[src/rtl/pps_clock_pkg.sv]
// Shared BCD limits, time record and digit helpers for the PPS time-of-day clock.
`default_nettype none

package pps_clock_pkg;

  localparam logic [7:0] BCD_00 = 8'h00;
  localparam logic [7:0] BCD_01 = 8'h01;
  localparam logic [7:0] BCD_11 = 8'h11;
  localparam logic [7:0] BCD_12 = 8'h12;
  localparam logic [7:0] BCD_23 = 8'h23;
  localparam logic [7:0] BCD_59 = 8'h59;

  typedef struct packed {
    logic [7:0] hh;
    logic [7:0] mm;
    logic [7:0] ss;
  } bcd_time_t;

  // Two-digit BCD increment with no range wrap; callers handle their own limits.
  function automatic logic [7:0] bcd_inc(input logic [7:0] v);
    if (v[3:0] == 4'd9) return {v[7:4] + 4'd1, 4'd0};
    else                return {v[7:4], v[3:0] + 4'd1};
  endfunction

  function automatic logic bcd_digits_ok(input logic [7:0] v);
    return (v[7:4] <= 4'd9) && (v[3:0] <= 4'd9);
  endfunction

endpackage

`default_nettype wire

[src/rtl/pps_clock_bcd_counter.sv]
// bcd_mod_counter: two-digit BCD counter over MIN_VAL..MAX_VAL with load and carry.
`default_nettype none

module bcd_mod_counter
  import pps_clock_pkg::*;
#(
  parameter logic [7:0] MIN_VAL = BCD_00,
  parameter logic [7:0] MAX_VAL = BCD_59
) (
  input  logic       clk,
  input  logic       reset,
  input  logic       en,
  input  logic       load,
  input  logic [7:0] load_val,
  output logic [7:0] value,
  output logic       carry
);

  // Carry is combinational so the next stage advances on the same edge.
  assign carry = en && (value == MAX_VAL);

  always_ff @(posedge clk) begin
    if (reset)      value <= MIN_VAL;
    else if (load)  value <= load_val;
    else if (en)    value <= carry ? MIN_VAL : bcd_inc(value);
  end

endmodule

`default_nettype wire

[src/rtl/pps_clock_bcd.sv]
// pps_clock_bcd: BCD hh:mm:ss clock advanced by a 1 Hz strobe, with validated load and PPS watchdog.
// Define PPS_CLOCK_12H_EN for the 12 h (01..12 + pm) build; default is 24 h.
`default_nettype none

module pps_clock_bcd
  import pps_clock_pkg::*;
#(
  parameter logic [31:0] PPS_TIMEOUT = 32'd55_000_000
) (
  input  logic       clk_50m,
  input  logic       reset,
  input  logic       pps,
  input  logic       set_valid,
  input  logic [7:0] set_hh,
  input  logic [7:0] set_mm,
  input  logic [7:0] set_ss,
  input  logic       set_pm,
  output logic [7:0] hh,
  output logic [7:0] mm,
  output logic [7:0] ss,
  output logic       pm,
  output logic       tick_min,
  output logic       tick_hour,
  output logic       day_wrap,
  output logic       set_err,
  output logic       time_valid,
  output logic       pps_lost
);

`ifdef PPS_CLOCK_12H_EN
  localparam bit TWELVE_H = 1'b1;
`else
  localparam bit TWELVE_H = 1'b0;
`endif

  localparam logic [7:0] HH_RESET = TWELVE_H ? BCD_12 : BCD_00;

  bcd_time_t   set_time;
  logic        fields_ok;
  logic        load_ok;
  logic        tick;
  logic        carry_ss;
  logic        carry_mm;
  logic        hour_wrap;
  logic [7:0]  hh_next;
  logic [31:0] wd_cnt;
  logic [31:0] wd_next;

  assign set_time = {set_hh, set_mm, set_ss};

  always_comb begin
    fields_ok = bcd_digits_ok(set_time.hh) && bcd_digits_ok(set_time.mm) &&
                bcd_digits_ok(set_time.ss) &&
                (set_time.mm <= BCD_59) && (set_time.ss <= BCD_59);
    if (TWELVE_H) fields_ok = fields_ok && (set_time.hh >= BCD_01) && (set_time.hh <= BCD_12);
    else          fields_ok = fields_ok && (set_time.hh <= BCD_23);
  end

  // Any load request, good or bad, swallows a coincident pps.
  assign load_ok = set_valid && fields_ok;
  assign tick    = pps && !set_valid;

  bcd_mod_counter #(.MIN_VAL(BCD_00), .MAX_VAL(BCD_59)) u_ss (
    .clk      (clk_50m),
    .reset    (reset),
    .en       (tick),
    .load     (load_ok),
    .load_val (set_time.ss),
    .value    (ss),
    .carry    (carry_ss)
  );

  bcd_mod_counter #(.MIN_VAL(BCD_00), .MAX_VAL(BCD_59)) u_mm (
    .clk      (clk_50m),
    .reset    (reset),
    .en       (carry_ss),
    .load     (load_ok),
    .load_val (set_time.mm),
    .value    (mm),
    .carry    (carry_mm)
  );

  always_comb begin
    hh_next   = hh;
    hour_wrap = 1'b0;
    if (carry_mm) begin
      if (TWELVE_H) begin
        if (hh == BCD_11) begin
          hh_next   = BCD_12;
          hour_wrap = pm;
        end else if (hh == BCD_12) begin
          hh_next = BCD_01;
        end else begin
          hh_next = bcd_inc(hh);
        end
      end else begin
        if (hh == BCD_23) begin
          hh_next   = BCD_00;
          hour_wrap = 1'b1;
        end else begin
          hh_next = bcd_inc(hh);
        end
      end
    end
  end

  always_ff @(posedge clk_50m) begin
    if (reset)        hh <= HH_RESET;
    else if (load_ok) hh <= set_time.hh;
    else              hh <= hh_next;
  end

`ifdef PPS_CLOCK_12H_EN
  // pm flips on the 11 -> 12 transition in both directions.
  always_ff @(posedge clk_50m) begin
    if (reset)                          pm <= 1'b0;
    else if (load_ok)                   pm <= set_pm;
    else if (carry_mm && hh == BCD_11)  pm <= ~pm;
  end
`else
  logic unused_set_pm;
  assign unused_set_pm = set_pm;
  assign pm = 1'b0;
`endif

  always_ff @(posedge clk_50m) begin
    if (reset) begin
      tick_min   <= 1'b0;
      tick_hour  <= 1'b0;
      day_wrap   <= 1'b0;
      set_err    <= 1'b0;
      time_valid <= 1'b0;
    end else begin
      tick_min  <= carry_ss;
      tick_hour <= carry_mm;
      day_wrap  <= hour_wrap;
      set_err   <= set_valid && !fields_ok;
      if (load_ok) time_valid <= 1'b1;
    end
  end

  always_comb begin
    wd_next = wd_cnt;
    if (pps)                        wd_next = 32'd0;
    else if (wd_cnt != PPS_TIMEOUT) wd_next = wd_cnt + 32'd1;
  end

  always_ff @(posedge clk_50m) begin
    if (reset) begin
      wd_cnt   <= 32'd0;
      pps_lost <= 1'b0;
    end else begin
      wd_cnt   <= wd_next;
      pps_lost <= (wd_next == PPS_TIMEOUT);
    end
  end

endmodule

`default_nettype wire

[config.mk]
export PLATFORM = sky130hd
export DESIGN_NAME = pps_clock_bcd
export DESIGN_NICKNAME = d
export VERILOG_FILES = /design/src/rtl/pps_clock_pkg.sv /design/src/rtl/pps_clock_bcd_counter.sv /design/src/rtl/pps_clock_bcd.sv
export SDC_FILE = /design/constraint.sdc
export NUM_CORES = 1
export LEC_CHECK = 0
export CAP_MARGIN = 5
export CORE_MARGIN = 2
export CORE_UTILIZATION = 38
export DETAILED_ROUTE_END_ITERATION = 10
export GPL_TIMING_DRIVEN = 0
export PLACE_DENSITY = 0.63
export SYNTH_ARGS = -nofsm -noshare
export SYNTH_HDL_FRONTEND = slang
export SYNTH_SLANG_ARGS = --single-unit
[constraint.sdc]
create_clock -name clk_50m -period 4.4 [get_ports clk_50m]
set_input_delay 0.88 -clock clk_50m [delete_from_list [all_inputs] [get_ports clk_50m]]
set_output_delay 0.88 -clock clk_50m [all_outputs]
set_load 0.02 [all_outputs]
==> insert_results.sql <==
INSERT INTO impl_metrics (metric_group, metric, value, unit) VALUES
('place', 'preCtsSetupSlack', '0.835', 'ns'),
('timing', 'timing_worst_slew_pin_value', '0.669', 'ns'),
('timing', 'final_setup_violation_count', '0', ''),
('place', 'detailedPlacementHpwl', '6870', 'um'),
('grt', 'first_global_vias', '3118', ''),
('yosys', 'synth_seq_cells', '62', ''),
('yosys', 'syn_avg_cell_area', '8.11', 'um^2'),
('worst_setup_path', 'critPathBufInv', '1', ''),
('timing', 'setup_slack', '1.15', 'ns'),
('place', 'routabilityCongestion', '0.833', ''),
('yosys', 'synth_enable_flop_cells', '0', ''),
('die', 'die_width', '98.6', 'um'),
('drt', 'first_pass_iters', '4', ''),
('worst_setup_path', 'cp.arrival', '3.51', 'ns'),
('grt', 'grt.overflow.total', '0', ''),
('cts', 'cts-resized-gates', '0', ''),
('timing', 'fin_setup_tns', '0', 'ns'),
('yosys', 'synth_cell_type_count', '61', ''),
('cells_and_area', 'number_of_fill_cells_in_the_layout', '903', ''),
('timing', 'fmaxAchievable', '308', 'MHz'),
('cells_and_area', 'relative_area_change_from_synthesis_to_final_layout', '28.4', '%'),
('cells_and_area', 'final_net_count', '523', ''),
('cells_and_area', 'mostFrequentLayoutCell', 'sky130_fd_sc_hd__nor2_1', ''),
('worst_setup_path', 'critPathMaxFanout', '6', ''),
('timing', 'relSlewSlack', '55.0', '%'),
('die', 'initial_cell_density_of_the_core', '39.2', '%'),
('yosys', 'syn-instance-count', '419', ''),
('die', 'placement_row_count', '34', ''),
('worst_setup_path', 'largest_incremental_delay_on_the_critical_path', '0.59', 'ns'),
('power_and_ir_drop', 'ir_drop_worst_case_vdd', '0.000127', 'V'),
('drt', 'drc_errors', '0', ''),
('cts', 'cts.sink_count', '62', ''),
('cts', 'root_buffer', 'sky130_fd_sc_hd__clkbuf_8', ''),
('timing', 'finalCriticalPeriod', '3.25', 'ns'),
('timing', 'final.period_utilization', '73.8', '%'),
('grt', 'wire_length_of_the_first_global_routing_pass', '15400', 'um'),
('worst_setup_path', 'start_kind', 'input pin', ''),
('cts', 'numCtsBuffers', '9', ''),
('cts', 'maximum_count_of_clock_buffers_along_a_single_path', '2', ''),
('flow_run', 'maxCapViolCount', '0', ''),
('timing', 'final_max_tran_viols', '0', ''),
('timing', 'whs', '0.475', 'ns'),
('yosys', 'most_instantiated_flip_flop_cell_in_the_synthesis_netlist', 'sky130_fd_sc_hd__dfxtp_1', ''),
('drt', 'wl_per_cell', '15.5', 'um'),
('place', 'portBuffers', '56', ''),
('yosys', 'async_reset_ff_share', '0', '%'),
('worst_setup_path', 'worstPathCellList', 'clkdlybuf4s50_1 > and4bb_2 > nand4bb_1 > or4_1 > nor4_2 > nand4_1 > xor2_1 > nor3_1', ''),
('cts', 'ctsHtreeMaxLevel', '3', ''),
('cts', 'clock_slew_at_the_register_clock_pins_of_the_worst_setup_and_hold_paths', '0.08', 'ns'),
('yosys', 'synth.yosys.seq_area_share', '36.5', '%'),
('cts', 'postCtsSetupBuffers', '0', ''),
('drt', 'wirelength', '9300', 'um'),
('drt', 'postRouteAntennaNets', '0', ''),
('die', 'core_region_area', '8680', 'um^2'),
('cells_and_area', 'drive_gt1_share', '6.92', '%'),
('worst_setup_path', 'slowest_stage', 'sky130_fd_sc_hd__or4_1', ''),
('cells_and_area', 'most_used_cells_in_the_layout_excluding_fill_and_tap_cells', '65 x sky130_fd_sc_hd__nor2_1, 62 x sky130_fd_sc_hd__dfxtp_1, 56 x sky130_fd_sc_hd__clkdlybuf4s50_1, 36 x sky130_fd_sc_hd__nand2_1, 21 x sky130_fd_sc_hd__xor2_1', ''),
('status', 'status', 'completed', ''),
('cts', 'clk-insertion-delay-late', '0.35', 'ns'),
('worst_hold_path', 'holdCritPathClass', 'flip-flop to flip-flop', ''),
('cts', 'cts_hold_buf', '0', ''),
('power_and_ir_drop', 'p_per_area', '301', 'nW/um^2'),
('worst_setup_path', 'worstSetupEndpointType', 'flip-flop', ''),
('grt', 'grt_start_max_net_pins', '13', ''),
('yosys', 'mappedNetlistArea', '3400', 'um^2'),
('power_and_ir_drop', 'total_leakage_power', '1.43', 'nW'),
('die', 'floorplan.io_pins', '60', ''),
('power_and_ir_drop', 'report.power.total', '0.00132', 'W'),
('cts', 'cts_tree', 'done', ''),
('worst_setup_path', 'data_required_time_at_the_worst_endpoint', '4.67', 'ns'),
('die', 'floorplan.die_area', '9720', 'um^2');
power by group:
part           switching (W)  internal [W]
Combinational      0.0000312     0.0000332
Sequential        0.00000324      0.000563
Clock               0.000249      0.000436
state kept, by name, indices dropped and copies added (netlist names):
name        cells
pps_lost        1
u_mm.value      8
wd_cnt         32
tick_hour       1
hh              8
time_valid      1
u_ss.value      8
day_wrap        1
set_err         1
tick_min        1
path summary, 6_finish.rpt:
path,endpoint,slack [ns],startpoint,depth (start not counted)
setup / recovery,hh[7]$_SDFFE_PP0P_,1.15,set_valid,8
hold reg to reg,time_valid$_SDFFE_PP0P_,0.48,time_valid$_SDFFE_PP0P_,2
hold / removal,time_valid$_SDFFE_PP0P_,0.48,time_valid$_SDFFE_PP0P_,2
setup reg to reg,pps_lost$_SDFF_PP0_,1.54,wd_cnt[24]$_SDFF_PP0_,8
cells by family (layout without fill, tap and decap cells):
family	Yosys count	in the layout	share of synthesized area [%]
AOI/OAI and AO/OA	54	54	10.5
xor gates and xnor gates	37	37	9.75
adders and majority gates	8	8	2.94
buffers and inverters	34	106	4.34
DFF	62	62	36.5
muxes	3	3	0.920
other	1	1	0.110
and+or+nand+nor	220	220	34.9
through the flow:
stage | util [%] | area (um^2) | std cells
finish | 50.3 | 4370 | 599
global route | 50.3 | 4370 | 599
CTS | 50.3 | 4370 | 599
detailed placement | 47.2 | 4100 | 583
global placement | 47.2 | 4100 | 583
floorplan | - | 3400 | 419
routing by layer:
layer | wire length (um) | share of wire (%) | global-route usage [%]
met1 | 4530 | 49 | 26.9
met2 | 4270 | 46 | 31.1
met3 | 371 | 4.0 | 3.62
met4 | 136 | 1.5 | 6.43
met5 | 0 | 0 | 0
cell usage after synthesis (all sizes together), types with 8 or more instances:
cell type	n	area (um^2)
nand2	36	135
o21ai	13	65.1
nor3	20	100
xnor2	16	148
xor2	21	184
a21oi	12	60.1
nor4	10	75.1
nand4	17	121
a211oi	10	75.1
ha	8	100
dfxtp	62	1240
nand3	14	70.1
clkbuf	16	61.3
nor2	65	244
inv	11	41.3
area by class of cell:
type	instances	area [um^2]	share of cell area [%]
multi-input cells	323	2010	46.1
clock buffers	9	124	2.84
inverters	11	41.3	0.946
well taps	108	135	3.10
clock inverters	7	146	3.35
repair buffers	56	561	12.8
flip-flops and latches	62	1240	28.4
plain buffers	23	106	2.44
tightest hold or removal path, cell delays in order, from the launching register on:
cell                      delay, ns
sky130_fd_sc_hd__dfxtp_1       0.33
sky130_fd_sc_hd__nor2_1        0.05
sky130_fd_sc_hd__nor2_1        0.06
Power figures use the tool's default switching activity.
